**config.mk**
```make
export PLATFORM = sky130hd
export DESIGN_NAME = sequence_detector_param
export DESIGN_NICKNAME = d
export VERILOG_FILES = /design/src/rtl/sequence_detector_param.sv
export SDC_FILE = /design/constraint.sdc
export NUM_CORES = 1
export LEC_CHECK = 0
export BUFFER_PORTS_ARGS = -buffer_cell sky130_fd_sc_hd__clkbuf_2
export CAP_MARGIN = 20
export CELL_PAD_IN_SITES_DETAIL_PLACEMENT = 0
export CELL_PAD_IN_SITES_GLOBAL_PLACEMENT = 1
export CORE_ASPECT_RATIO = 1.75
export CORE_MARGIN = 5
export CORE_UTILIZATION = 35
export DETAILED_ROUTE_END_ITERATION = 8
export HOLD_SLACK_MARGIN = 0.15
export PLACE_DENSITY = 0.66
export SKIP_LAST_GASP = 1
export SYNTH_ARGS = -nofsm -noshare
export SYNTH_HDL_FRONTEND = slang
export SYNTH_SLANG_ARGS = --single-unit
```
**constraint.sdc**
```tcl
create_clock -name clock -period 2.5 [get_ports clock]
set_clock_uncertainty 0.05 [all_clocks]
set_input_delay 0.375 -clock clock [delete_from_list [all_inputs] [get_ports clock]]
set_output_delay 0.375 -clock clock [all_outputs]
set_load 0.005 [all_outputs]
```
**src/rtl/sequence_detector_param.sv**
```systemverilog
// sequence_detector_param
//
// Watches a stream of SYM_W-bit symbols and pulses `pattern` for one clock
// when the last SEQ_LEN accepted symbols equal a runtime-programmable target.
// Supports overlapping or non-overlapping matches, keeps a saturating match
// counter, and reports how many valid symbols are currently in the window.
//
// Optional feature (macro SEQDET_MASK_EN): adds a per-position don't-care
// mask, written through cfg_mask alongside cfg_sym.
//
// Ports:
//   clock        rising-edge clock
//   reset_n      asynchronous active-low reset
//   in_valid     number is accepted on this edge
//   number       input symbol (SYM_W bits)
//   overlap_en   1 = overlapping matches allowed
//   cfg_we       target-symbol write strobe (has priority over in_valid)
//   cfg_idx      index of the target symbol to write
//   cfg_sym      new target symbol value
//   cfg_mask     (SEQDET_MASK_EN only) don't-care bit for position cfg_idx
//   pattern      registered one-cycle match pulse
//   progress     valid symbols currently in the window, 0..SEQ_LEN
//   match_count  saturating count of matches
module sequence_detector_param #(
  parameter int SYM_W = 4,
  parameter int SEQ_LEN = 4,
  parameter int CNT_W = 8,
  parameter logic [SYM_W*SEQ_LEN-1:0] DEFAULT_PAT = 16'h1010,
  localparam int IDX_W = (SEQ_LEN > 1) ? $clog2(SEQ_LEN) : 1,
  localparam int PROG_W = $clog2(SEQ_LEN + 1)
) (
  input  logic              clock,
  input  logic              reset_n,
  input  logic              in_valid,
  input  logic [SYM_W-1:0]  number,
  input  logic              overlap_en,
  input  logic              cfg_we,
  input  logic [IDX_W-1:0]  cfg_idx,
  input  logic [SYM_W-1:0]  cfg_sym,
`ifdef SEQDET_MASK_EN
  input  logic              cfg_mask,
`endif
  output logic              pattern,
  output logic [PROG_W-1:0] progress,
  output logic [CNT_W-1:0]  match_count
);

  localparam int WIN_W = SYM_W * SEQ_LEN;
  localparam logic [IDX_W:0] LEN_C = (IDX_W + 1)'(SEQ_LEN);
  localparam logic [PROG_W-1:0] FULL = PROG_W'(SEQ_LEN);
  localparam logic [CNT_W-1:0] CNT_MAX = '1;

  logic [WIN_W-1:0]  window_q, window_next, shifted;
  logic [WIN_W-1:0]  target_q, target_next;
  logic [PROG_W-1:0] fill_q, fill_next, fill_inc;
  logic [CNT_W-1:0]  count_q, count_next;
  logic              pattern_q;
  logic              cfg_hit, match_all, pos_eq, hit;
`ifdef SEQDET_MASK_EN
  logic [SEQ_LEN-1:0] mask_q, mask_next;
`endif

  // Oldest symbol lives at index 0, so the new symbol enters at the top and
  // the window lines up with the target's "symbol 0 arrives first" layout.
  assign shifted = {number, window_q[WIN_W-1:SYM_W]};

  // Out-of-range indices are treated as no write at all, letting in_valid
  // through as if cfg_we were low.
  assign cfg_hit = cfg_we && ({1'b0, cfg_idx} < LEN_C);

  // Next-state logic. The comparison always uses the target held before the
  // edge; a config write in the same cycle wins and drops any input symbol.
  always_comb begin
    window_next = window_q;
    target_next = target_q;
    fill_next   = fill_q;
    fill_inc    = fill_q;
    count_next  = count_q;
    match_all   = 1'b1;
    pos_eq      = 1'b1;
    hit         = 1'b0;
`ifdef SEQDET_MASK_EN
    mask_next   = mask_q;
`endif

    for (int i = 0; i < SEQ_LEN; i++) begin
      pos_eq = (shifted[i*SYM_W +: SYM_W] == target_q[i*SYM_W +: SYM_W]);
`ifdef SEQDET_MASK_EN
      pos_eq = pos_eq || mask_q[i];
`endif
      if (!pos_eq) match_all = 1'b0;
    end

    if (cfg_hit) begin
      for (int i = 0; i < SEQ_LEN; i++) begin
        if (cfg_idx == IDX_W'(i)) begin
          target_next[i*SYM_W +: SYM_W] = cfg_sym;
`ifdef SEQDET_MASK_EN
          mask_next[i] = cfg_mask;
`endif
        end
      end
      fill_next = '0;
    end else if (in_valid) begin
      window_next = shifted;
      fill_inc    = (fill_q == FULL) ? FULL : fill_q + 1'b1;
      hit         = (fill_inc == FULL) && match_all;
      // Non-overlap mode restarts the fill so the next match needs a fully
      // fresh set of symbols; overlap mode keeps the window as-is.
      fill_next   = (hit && !overlap_en) ? '0 : fill_inc;
    end

    if (hit && (count_q != CNT_MAX)) count_next = count_q + 1'b1;
  end

  // State register; reset also kills a pattern pulse already in flight.
  always_ff @(posedge clock or negedge reset_n) begin
    if (!reset_n) begin
      window_q  <= '0;
      target_q  <= DEFAULT_PAT;
      fill_q    <= '0;
      count_q   <= '0;
      pattern_q <= 1'b0;
`ifdef SEQDET_MASK_EN
      mask_q    <= '0;
`endif
    end else begin
      window_q  <= window_next;
      target_q  <= target_next;
      fill_q    <= fill_next;
      count_q   <= count_next;
      pattern_q <= hit;
`ifdef SEQDET_MASK_EN
      mask_q    <= mask_next;
`endif
    end
  end

  assign pattern     = pattern_q;
  assign progress    = fill_q;
  assign match_count = count_q;

endmodule

```
Word-level counts from Yosys, hierarchy flattened
Cells that the tools add are included.
Word-level totals
  word-level logic and storage cells: 42
  bits in registers: 44
  bits of input ports: 15
Cells by class
  reduce and logical (&&, ||, !) cells: 11
  bitwise gates (word level): 1
  add/subtract/negate cells: 2
  equal/unequal tests: 10
  muxes and demuxes: 10
Operators with widths (number)
  $eq 4x4->1: 4
  $mux 3: 4
  $reduce_and 2->1: 5
  $add 8x1->8 const B: 1
  $ne 8x8->1 const B: 1
  $eq 3x3->1 const B: 2
  $mux 1: 6
  $eq 2x2->1 const B: 2
  $add 3x1->3 const B: 1
  $logic_and 1x1->1: 3
  $eq 2x1->1 const B: 1
  $logic_not 2->1: 1
  $reduce_bool 2->1: 1
  $logic_not 1->1: 1
  $not 1->1: 1

Depth between registers and ports, before layout
Gate-level depths: netlist of the first run.
  depth in word-level cells: 10
  gate-level depth with buffers: 7
  gate-level depth less buffers: 7

Least setup slack after synthesis of the first run
No wires, ideal clock.
  path kind: register -> register
  start: reg fill_q[0] (netlist: progress[0])
  end: reg count_q[1] (netlist: match_count[1])
  setup slack: 559 ps
  cell stages (with the launch flop): 7
  library setup time: 128 ps
  required time: 2322 ps
  arrival: 1763 ps
  cells stage by stage: dfrtp_1 inv_1 ha_1 nor4_2 nand2_2 nor3_2 mux2_1
On the way
  longest elaborated chain between the ends: 7
Ends and longest elaborated chain
  from (decl): RTL line 55  | logic [PROG_W-1:0] fill_q, fill_next, fill_inc;
  from (signal assigned): RTL line 130  | fill_q <= fill_next;
  $add 3x1->3 or $eq 3x3->1 (tied branches): RTL line 106  | fill_inc = (fill_q == FULL) ? FULL : fill_q + 1'b1;
  $mux 3 (*): RTL line 106
  $eq 3x3->1 (*): RTL line 107  | hit = (fill_inc == FULL) && match_all;
  $logic_and 1x1->1 (*): RTL line 107
  $mux 1 (*): RTL line 104  | end else if (in_valid) begin
  $mux 1 (*): RTL line 94  | if (cfg_hit) begin
  $logic_and 1x1->1 (*): RTL line 113  | if (hit && (count_q != CNT_MAX)) count_next = count_q + 1'b1;
  to (signal assigned): RTL line 131  | count_q <= count_next;
  to (decl): RTL line 56  | logic [CNT_W-1:0] count_q, count_next;
Mark *: on every way between the ends. The rest lies on a longest branch, timed or not.
A chain may end at the register's enable or synchronous reset.

Final worst setup path of the first run
Ends and elaborated chain as after synthesis.

==> results of run 1 <==
==> state kept, by name, indices dropped and copies added, names as in the netlist <==
| register | flops |
|---|---|
| progress | 3 |
| window_q | 12 |
| match_count | 8 |
| pattern | 1 |
| target_q | 16 |
==> layer usage <==
metal,part of all wire [%],global-route usage [%],wire (um)
met4,1.6,4.36,63
met5,0,0,0
met2,58,22.1,2260
met1,37,14.0,1460
met3,3.1,2.89,119
==> synth_stat cells (2+ instances only) <==
| library cell | n | area share [%] |
|---|---|---|
| dfrtp_1 | 38 | 49 |
| mux2_2 | 28 | 16 |
| xor2_1 | 23 | 10 |
| nor3_1 | 7 | 1.8 |
| nand4_1 | 4 | 1.3 |
| nor4_2 | 4 | 2.6 |
| ha_1 | 3 | 1.9 |
| inv_1 | 3 | 0.58 |
| nand3_1 | 3 | 0.77 |
| nor2_1 | 3 | 0.58 |
| nor4_1 | 3 | 0.96 |
| dfstp_2 | 2 | 2.7 |
| mux2i_1 | 2 | 1.0 |
| nand2b_1 | 2 | 0.64 |
| nand3b_1 | 2 | 0.77 |
| nor4_4 | 2 | 2.2 |
==> worst paths after layout <==
path / start / end / slack (ns) / cells past startpoint
max: progress[0]$_DFFE_PN0P_ / match_count[1]$_DFFE_PN0P_ / 0.35 / 6
min: cfg_we / progress[1]$_DFFE_PN0P_ / 0.28 / 2
max reg2reg: progress[0]$_DFFE_PN0P_ / match_count[1]$_DFFE_PN0P_ / 0.35 / 6
min reg2reg: match_count[5]$_DFFE_PN0P_ / match_count[5]$_DFFE_PN0P_ / 0.46 / 1
max in group asynchronous: reset_n / target_q[4]$_DFFE_PN1P_ / 1.40 / 3
min in group asynchronous: reset_n / match_count[3]$_DFFE_PN0P_ / 0.63 / 3
==> what timing repair did <==
item	in CTS	in global routing
hold endpoints to repair	38	0
resized for setup	0	0
hold buffers	1	0
==> cells in the final DEF (no fill, tap or decap), types with 4 or more instances in the layout <==
| cell type | instances |
|---|---|
| xor2_1 | 23 |
| mux2_2 | 28 |
| clkbuf_8 | 5 |
| nor3_1 | 7 |
| nand4_1 | 4 |
| clkbuf_2 | 26 |
| dfrtp_1 | 38 |
| nor4_2 | 4 |
==> stage by stage <==
step,instances,util (%),hold slack [ns],setup slack (ns),cell area [um2]
2_1_floorplan,145,-,0.0294,0.559,1960
3_3_place_gp,248,39.8,0.414,0.440,2190
3_5_place_dp,248,39.8,0.416,0.346,2190
4_1_cts,257,42.1,0.273,0.318,2310
5_1_grt,257,42.1,0.291,0.214,2310
6_report,257,42.1,0.280,0.350,2310
==> kinds of logic after synthesis <==
kind of cell    synth area share [%]
xor+xnor                        10.3
simple gates                    14.4
compound gates                  2.81
buf+inv                         1.60
mux                             17.7
flops                           51.2
fa+ha+maj                       1.92
==> layout make-up <==
class / count / area share [%]
Clock buffer: 5 / 2.98
Clock inverter: 3 / 1.84
Inverter: 4 / 0.650
Multi-Input combinational cell: 99 / 40.0
Sequential cell: 40 / 43.4
Tap cell: 76 / 4.11
Timing Repair Buffer: 30 / 7.04
==> report_power, final <==
part           switching (W)  internal, W
registers          0.0000742     0.000751
logic               0.000156     0.000154
clock network       0.000222     0.000295
total               0.000452      0.00120
==> worst reg2reg max path, stage by stage, from the launching register on <==
cell	delay [ns]
dfrtp_1	0.43
inv_1	0.07
ha_1	0.32
nor4_2	0.34
nand2_2	0.20
nor3_2	0.28
mux2_1	0.35
==> impl_metrics.csv, run 1 <==
group,metric,value,unit
floorplan,die_w,66.5,um
pwr,power.leakage,1.04,nW
worst_setup_path,cp-start-kind,"flop",
timing,finalMaxSlewViolations,0,
layout,fillers,569,
synth,netlist_area,1960,um2
cts,cts_sinks,40,
placement,portBuffers,26,
pwr,ir_drop,0.000456,V
floorplan,fp-row-count,36,
global_route,grt_max_degree,41,
global_route,track_usage,12.3,%
worst_setup_path,crit_type,"reg2reg",
timing,finalCritPeriodShare,86.0,%
synth,ys_seq_area_share,51.2,%
synth,synthArstFlopShare,100,%
timing,rsz0062_at_grt,"false",
synth,ys_warn_count,0,
timing,tightestPinTransition,0.513,ns
global_route,antenna_found_initial,0,
floorplan,die_h,109,um
drt,ant_nets,0,
run,maxCapViolCount,0,
synth,postSynthAreaPerCell,13.5,um2
pwr,power_density,715,nW/um2
drt,first_pass_iters,2,
pwr,p_total,0.00165,W
cts,htree_levels,2,
drt,drc,0,
cts,postCtsSetupBuffers,0,
global_route,gr-total-overflow,0,
worst_setup_path,cp_num_buf_inv,1,
worst_setup_path,arrival,2.27,ns
timing,relSlewSlack,65.8,%
timing,tns,0,ns
synth,syn_nets,163,
layout,n_antenna_cell,0,
worst_setup_path,path_cells,"inv_1 -> ha_1 -> nor4_2 -> nand2_2 -> nor3_2 -> mux2_1",
floorplan,coreArea,5500,um2
layout,seq_area,1000,um2
global_route,grt_pass1_vias,1313,
cts,root_buffer,"clkbuf_8",
layout,drive_gt1_share,43.1,%
timing,min_period,2.15,ns
worst_setup_path,worst_path_max_delay_cell,"dfrtp_1",
timing,finalSetupViolCount,0,
drt,vias,1252,
drt,drt_iter0_drc,24,
cts,numCtsBuffers,5,
layout,area_delta_synth_final,18.0,%
global_route,grt_pass1_wl,6640,um
timing,hold_violations,0,
min_path,hold_path_class,"in2reg",
worst_setup_path,path_delay_family,"simple AND/OR/NAND/NOR gates",
synth,synth_cells,145,
drt,via_per_inst,4.87,
floorplan,start_util,35.6,%
synth,synth_edf_count,0,
synth,ys_ff_latch,40,
drt,routed_wl,3900,um
synth,synth_cell_type_count,32,
placement,finalWeightedCongestion,0.756,
cts,insertion_delay,0.29,ns
worst_setup_path,crit_required,2.62,ns
drt,wl_per_cell,15.2,um
placement,place_hpwl,2990,um
floorplan,die_area,7250,um2
synth,synth_flop_cell,"dfrtp_1",
timing,fmaxAchievable,465,MHz
layout,final_nets,198,
layout,multi_input_area,923,um2
cts,cts_tree,"yes",
worst_setup_path,cpPeakStageDelay,0.43,ns
status,status,"completed",
cts,clockBufferDepth,2,
worst_setup_path,critPathCaptureType,"flop",
cts,path_clk_slew,0.08,ns
floorplan,pin_count,27,
worst_setup_path,path_max_fanout,9,
Power figures use the tool's default switching activity.
==> inputs of run 2 (changes only) <==
--- a/config.mk
+++ b/config.mk
@@ -5,6 +5,7 @@
 export SDC_FILE = /design/constraint.sdc
 export NUM_CORES = 1
 export LEC_CHECK = 0
+export ABC_AREA = 1
 export BUFFER_PORTS_ARGS = -buffer_cell sky130_fd_sc_hd__clkbuf_2
 export CAP_MARGIN = 20
 export CELL_PAD_IN_SITES_DETAIL_PLACEMENT = 0
@@ -14,7 +15,8 @@
 export CORE_UTILIZATION = 35
 export DETAILED_ROUTE_END_ITERATION = 8
 export HOLD_SLACK_MARGIN = 0.15
-export PLACE_DENSITY = 0.66
+export PLACE_DENSITY = 0.72
+export REMOVE_ABC_BUFFERS = 1
 export SKIP_LAST_GASP = 1
 export SYNTH_ARGS = -nofsm -noshare
 export SYNTH_HDL_FRONTEND = slang
==> impl_metrics.csv, run 2 <==
group,metric,value,unit
status,status,"completed",
layout,largest_reg_flops,16,
pwr,power.share.clock,32.5,%
timing,finalSetupViolCount,0,
pwr,power_density,644,nW/um2
worst_setup_path,cpPeakStageDelay,0.40,ns
drt,routed_wl,5230,um
timing,min_period,1.93,ns
layout,layout_common_cells,"nand2_1, inv_1, dfrtp_1",
placement,portBuffers,26,
layout,area_delta_synth_final,16.2,%
pwr,ir_drop,0.000317,V
placement,place_hpwl,4040,um
global_route,grt_max_degree,41,
layout,seq_area,1000,um2
global_route,grt_pass1_vias,1776,
worst_setup_path,path_max_fanout,9,
synth,synthArstFlopShare,100,%
cts,path_clk_slew,0.08,ns
synth,yosys.cell_count.top_type,"nand2_1",
worst_setup_path,worst_path_max_delay_cell,"dfrtp_1",
global_route,gr-total-overflow,0,
layout,fillers,664,
drt,drt_iter0_drc,73,
pwr,internal-power,0.00114,W
floorplan,coreArea,6180,um2
cts,clockBufferDepth,2,
pwr,switching_share,31.4,%
timing,finalCritPeriodShare,77.1,%
worst_setup_path,path_delay_family,"simple AND/OR/NAND/NOR gates",
synth,synth_cells,308,
global_route,grt_pass1_wl,8740,um
min_path,hold_path_class,"in2reg",
drt,wl_per_cell,12.4,um
layout,top_register,"target_q",
floorplan,die_w,70.2,um
worst_setup_path,crit_required,2.63,ns
worst_setup_path,cp-start-kind,"flop",
floorplan,start_util,35.9,%
synth,yosys.area.top_type,"dfrtp_1",
cts,cts_tree,"yes",
layout,drive_gt1_share,16.6,%
layout,final_util,41.7,%
timing,tightestPinTransition,0.520,ns
drt,first_pass_iters,4,
run,maxCapViolCount,0,
worst_setup_path,arrival,2.06,ns
drt,via_per_inst,4.50,
worst_setup_path,cp_num_buf_inv,2,
floorplan,die_area,8100,um2
drt,vias,1902,
pwr,seq_power_share,47.5,%
floorplan,fp-row-count,38,
synth,synth_cell_type_count,23,
pwr,p_sw,0.000521,W
pwr,power_frac_comb,19.9,%
synth,ys_ff_latch,40,
synth,postSynthAreaPerCell,7.21,um2
cts,ctsResizeCount,0,
drt,ant_nets,0,
floorplan,pin_count,27,
layout,final_nets,360,
timing,finalMaxSlewViolations,0,
worst_setup_path,crit_type,"reg2reg",
synth,synthTopCellsByArea,"dfrtp_1, nand2_1, inv_1",
timing,relSlewSlack,65.4,%
synth,synth_edf_count,0,
global_route,track_usage,13.8,%
cts,root_buffer,"clkbuf_8",
timing,hold_violations,0,
placement,finalWeightedCongestion,0.799,
synth,synth_flop_cell,"dfrtp_1",
cts,insertion_delay,0.30,ns
layout,final_common_cell,"nand2_1",
cts,cts_sinks,40,
timing,tns,0,ns
worst_setup_path,critPathCaptureType,"flop",
global_route,antenna_found_initial,0,
pwr,power.leakage,1.39,nW
synth,synth.top_cell.area_share,42.8,%
synth,ys_warn_count,0,
cts,numCtsBuffers,5,
drt,drc,0,
synth,ys_top_cells_by_count,"nand2_1, inv_1, dfrtp_1",
synth,netlist_area,2220,um2
synth,ys_seq_area_share,45.2,%
cts,hold_buffers,1,
timing,fmaxAchievable,519,MHz
timing,rsz0062_at_grt,"false",
cts,postCtsSetupBuffers,0,
floorplan,die_h,115,um
cts,htree_levels,2,
layout,n_antenna_cell,0,
worst_setup_path,path_cells,"inv_1 -> ha_1 -> inv_1 -> nand2_1 -> nor2_1 -> nand2_1 -> nor2_4 -> nand3_4 -> nor2_8 -> nand2_4 -> xnor2_2",
layout,multi_input_area,991,um2
[run 2: changes by cell type after synthesis, sizes merged, moves of 3 or more]
cell / change
xnor2: +4
nand4: +6
nand3: +10
o22ai: +3
xor2: -23
nor2: +23
mux2: -29
inv: +54
nor4: -9
nand2: +113
nor3: -5
o21ai: +29
[run 2: cell families (layout without fill, tap and decap cells)]
group / after synthesis / count (layout) / share of synthesized area (%)
buf+inv: 60 / 95 / 10.1
simple gates: 168 / 168 / 33.3
fa+ha+maj: 3 / 3 / 1.69
xor+xnor: 4 / 4 / 1.92
compound gates: 33 / 33 / 7.78
flops: 40 / 40 / 45.2
[run 2: power groups by stage]
| stage | clock network [W] | registers (W) | logic [W] |
|---|---|---|---|
| global placement | 0 | 0.000800 | 0.000330 |
| CTS | 0.000564 | 0.000789 | 0.000337 |
| global route | 0.000588 | 0.000801 | 0.000389 |
| floorplan | 0 | 0.000784 | 0.000239 |
| finish | 0.000540 | 0.000789 | 0.000331 |
| detailed placement | 0 | 0.000802 | 0.000334 |
[run 2: metal layers]
layer / up-vias / wire, um / global-route usage (%)
met5: - / 0 / 0
met2: 28 / 2650 / 23.5
met3: 10 / 125 / 2.19
met4: 0 / 192 / 7.29
met1: 848 / 2260 / 16.5
li1: 1016 / - / -
[run 2: area by class of cell]
cell class | instances | share of cell area [%]
timing repair buffer | 29 | 6.02
inverter | 58 | 8.44
clock inverter | 3 | 1.65
tap | 80 | 3.88
multi-input combinational | 208 | 38.4
clock buffer | 5 | 2.67
sequential | 40 | 38.9
[run 2: metrics by stage]
stage | cells | total power, W | instance area [um2] | hold slack [ns] | setup WS (ns)
after floorplan | 306 | 0.00102 | 2210 | 0.0294 | 0.567
after global placement | 414 | 0.00113 | 2460 | 0.423 | 0.614
after detailed placement | 414 | 0.00114 | 2460 | 0.425 | 0.567
after CTS | 423 | 0.00169 | 2580 | 0.259 | 0.554
after global routing | 423 | 0.00178 | 2580 | 0.295 | 0.408
final | 423 | 0.00166 | 2580 | 0.275 | 0.574
[run 2: final timing paths]
check | from | end | slack [ns] | cells past startpoint
worst min-delay path | number[1] | window_q[13]$_DFFE_PN0P_ | 0.27 | 3
worst min register to register | match_count[5]$_DFFE_PN0P_ | match_count[5]$_DFFE_PN0P_ | 0.45 | 2
min in group asynchronous | reset_n | target_q[9]$_DFFE_PN0P_ | 0.62 | 3
worst max-delay path | progress[0]$_DFFE_PN0P_ | match_count[0]$_DFFE_PN0P_ | 0.57 | 11
max in group asynchronous | reset_n | target_q[12]$_DFFE_PN1P_ | 1.40 | 3
worst max register to register | progress[0]$_DFFE_PN0P_ | match_count[0]$_DFFE_PN0P_ | 0.57 | 11
[run 2: tightest hold or removal path: cells and delay by family]
family                 cells  cell delay (ns)
AOI/OAI and AO/OA          1             0.06
buffers and inverters      1             0.10
and+or+nand+nor            1             0.05
==> inputs of run 3 (changes only) <==
==> constraint.sdc (replaced) <==
create_clock -name clock -period 1.8 [get_ports clock]
set_clock_uncertainty 0.05 [all_clocks]
set_input_delay 0.27 -clock clock [delete_from_list [all_inputs] [get_ports clock]]
set_output_delay 0.27 -clock clock [all_outputs]
set_load 0.005 [all_outputs]
==> impl_metrics.csv, run 3 (synthesis gave the netlist of run 2 again) <==
group,metric,value,unit
pwr,p_sw,0.000735,W
floorplan,fp-row-count,38,
timing,finalCritPeriodShare,97.8,%
floorplan,coreArea,6180,um2
worst_setup_path,crit_type,"reg2reg",
layout,n_antenna_cell,0,
cts,htree_levels,2,
global_route,track_usage,14.6,%
layout,top_register,"target_q",
floorplan,die_w,70.2,um
timing,fmaxAchievable,568,MHz
layout,drive_gt1_share,23.4,%
cts,cts_tree,"yes",
pwr,internal-power,0.00162,W
floorplan,die_area,8100,um2
layout,final_common_cell,"nand2_1",
run,maxCapViolCount,0,
pwr,seq_power_share,46.7,%
timing,finalMaxSlewViolations,0,
drt,ant_nets,0,
worst_setup_path,cp-start-kind,"flop",
status,status,"completed",
worst_setup_path,cpPeakStageDelay,0.41,ns
cts,root_buffer,"clkbuf_8",
layout,final_nets,372,
global_route,antenna_found_initial,0,
timing,hold_violations,0,
worst_setup_path,arrival,1.89,ns
timing,min_period,1.76,ns
drt,wl_per_cell,12.5,um
floorplan,die_h,115,um
drt,drc,0,
worst_setup_path,critPathCaptureType,"flop",
pwr,power.leakage,1.47,nW
placement,portBuffers,26,
timing,rsz0062_at_grt,"true",
drt,via_per_inst,4.52,
placement,finalWeightedCongestion,0.792,
cts,cts_sinks,40,
worst_setup_path,path_cells,"inv_2 -> ha_4 -> inv_4 -> nand2_4 -> nor2_2 -> nand2_2 -> nor2_4 -> nand3_4 -> nor2_8 -> nand2_4 -> xnor2_2",
global_route,grt_max_degree,41,
timing,relSlewSlack,65.0,%
cts,insertion_delay,0.29,ns
cts,numCtsBuffers,5,
global_route,grt_pass1_wl,9180,um
pwr,power_frac_comb,22.4,%
layout,area_delta_synth_final,23.7,%
worst_setup_path,crit_required,1.93,ns
floorplan,pin_count,27,
drt,routed_wl,5420,um
layout,layout_common_cells,"nand2_1, inv_1, dfrtp_1",
pwr,power_density,859,nW/um2
worst_setup_path,path_max_fanout,5,
pwr,switching_share,31.2,%
global_route,gr-total-overflow,0,
worst_setup_path,worst_path_max_delay_cell,"dfrtp_1",
min_path,hold_path_class,"in2reg",
worst_setup_path,cpMostUsedCell,"nand2_4",
drt,drt_iter0_drc,104,
global_route,grt_pass1_vias,1910,
timing,tightestPinTransition,0.525,ns
timing,finalSetupViolCount,0,
placement,place_hpwl,4170,um
pwr,power.share.clock,30.8,%
layout,largest_reg_flops,16,
drt,vias,1966,
layout,final_util,44.4,%
layout,fin_cells,435,
pwr,ir_drop,0.000563,V
drt,first_pass_iters,4,
placement,dp.cells,424,
cts,path_clk_slew,0.08,ns
cts,clockBufferDepth,2,
floorplan,start_util,35.9,%
[run 3: final cells by class]
cell class                 instances  area [um2]
timing repair buffer              40         241
fill                             659        3440
clock inverter                     3        42.5
inverter                          58         220
multi-input combinational        209        1070
sequential                        40        1000
clock buffer                       5        68.8
tap                               80         100
[run 3: final timing paths]
path | startpoint | end | slack [ns] | cells after the start
min in group asynchronous | reset_n | target_q[9]$_DFFE_PN0P_ | 0.52 | 3
max reg2reg | progress[0]$_DFFE_PN0P_ | match_count[0]$_DFFE_PN0P_ | 0.04 | 11
min | number[3] | window_q[15]$_DFFE_PN0P_ | 0.18 | 3
min reg2reg | match_count[7]$_DFFE_PN0P_ | match_count[7]$_DFFE_PN0P_ | 0.45 | 2
max | progress[0]$_DFFE_PN0P_ | match_count[0]$_DFFE_PN0P_ | 0.04 | 11
max in group asynchronous | reset_n | target_q[12]$_DFFE_PN1P_ | 0.79 | 3
[run 3: timing repair]
item / CTS / global route
pin swaps: 9 / 8
resized for setup: 10 / 11
setup buffers: 1 / 0
endpoints found under the hold margin: 38 / 0
gates cloned: 1 / 0
endpoints found under the setup margin: 7 / 9
hold buffers: 1 / 0
[run 3: stage by stage]
stage / setup WS [ns] / setup TNS, ns / cell area (um2) / hold WS (ns) / total power (W)
after CTS: 0.0136 / 0 / 2700 / 0.177 / 0.00237
after detailed placement: -0.0436 / -0.154 / 2530 / 0.317 / 0.00160
after global placement: -0.00644 / -0.00778 / 2530 / 0.322 / 0.00159
after floorplan: -0.0277 / -0.0464 / 2210 / -0.0756 / 0.00142
after global routing: -0.0792 / -0.483 / 2750 / 0.189 / 0.00253
final: 0.0397 / 0 / 2750 / 0.177 / 0.00236
[run 3: worst max-delay path, delay by kind of cell, from the launching register on]
kind | cells | cell delay (ns)
fa+ha+maj | 1 | 0.21
flops | 1 | 0.41
simple gates | 7 | 0.70
buf+inv | 2 | 0.15
xor+xnor | 1 | 0.13
[run 3: power by group through the flow]
stage                     clock network [W]  registers, W  logic [W]
final                              0.000728       0.00110   0.000529
after global routing               0.000798       0.00112   0.000612
after CTS                          0.000751       0.00110   0.000517
after detailed placement                  0       0.00112   0.000487
after global placement                    0       0.00111   0.000481
after floorplan                           0       0.00109   0.000332
[run 3: metal layers]
layer / vias to the layer above / GRT usage (%) / share of wire, %
li1: 1041 / - / -
met1: 885 / 17.5 / 42
met2: 32 / 25.6 / 53
met3: 8 / 2.27 / 2.4
met4: 0 / 6.52 / 2.5
met5: - / 0 / 0
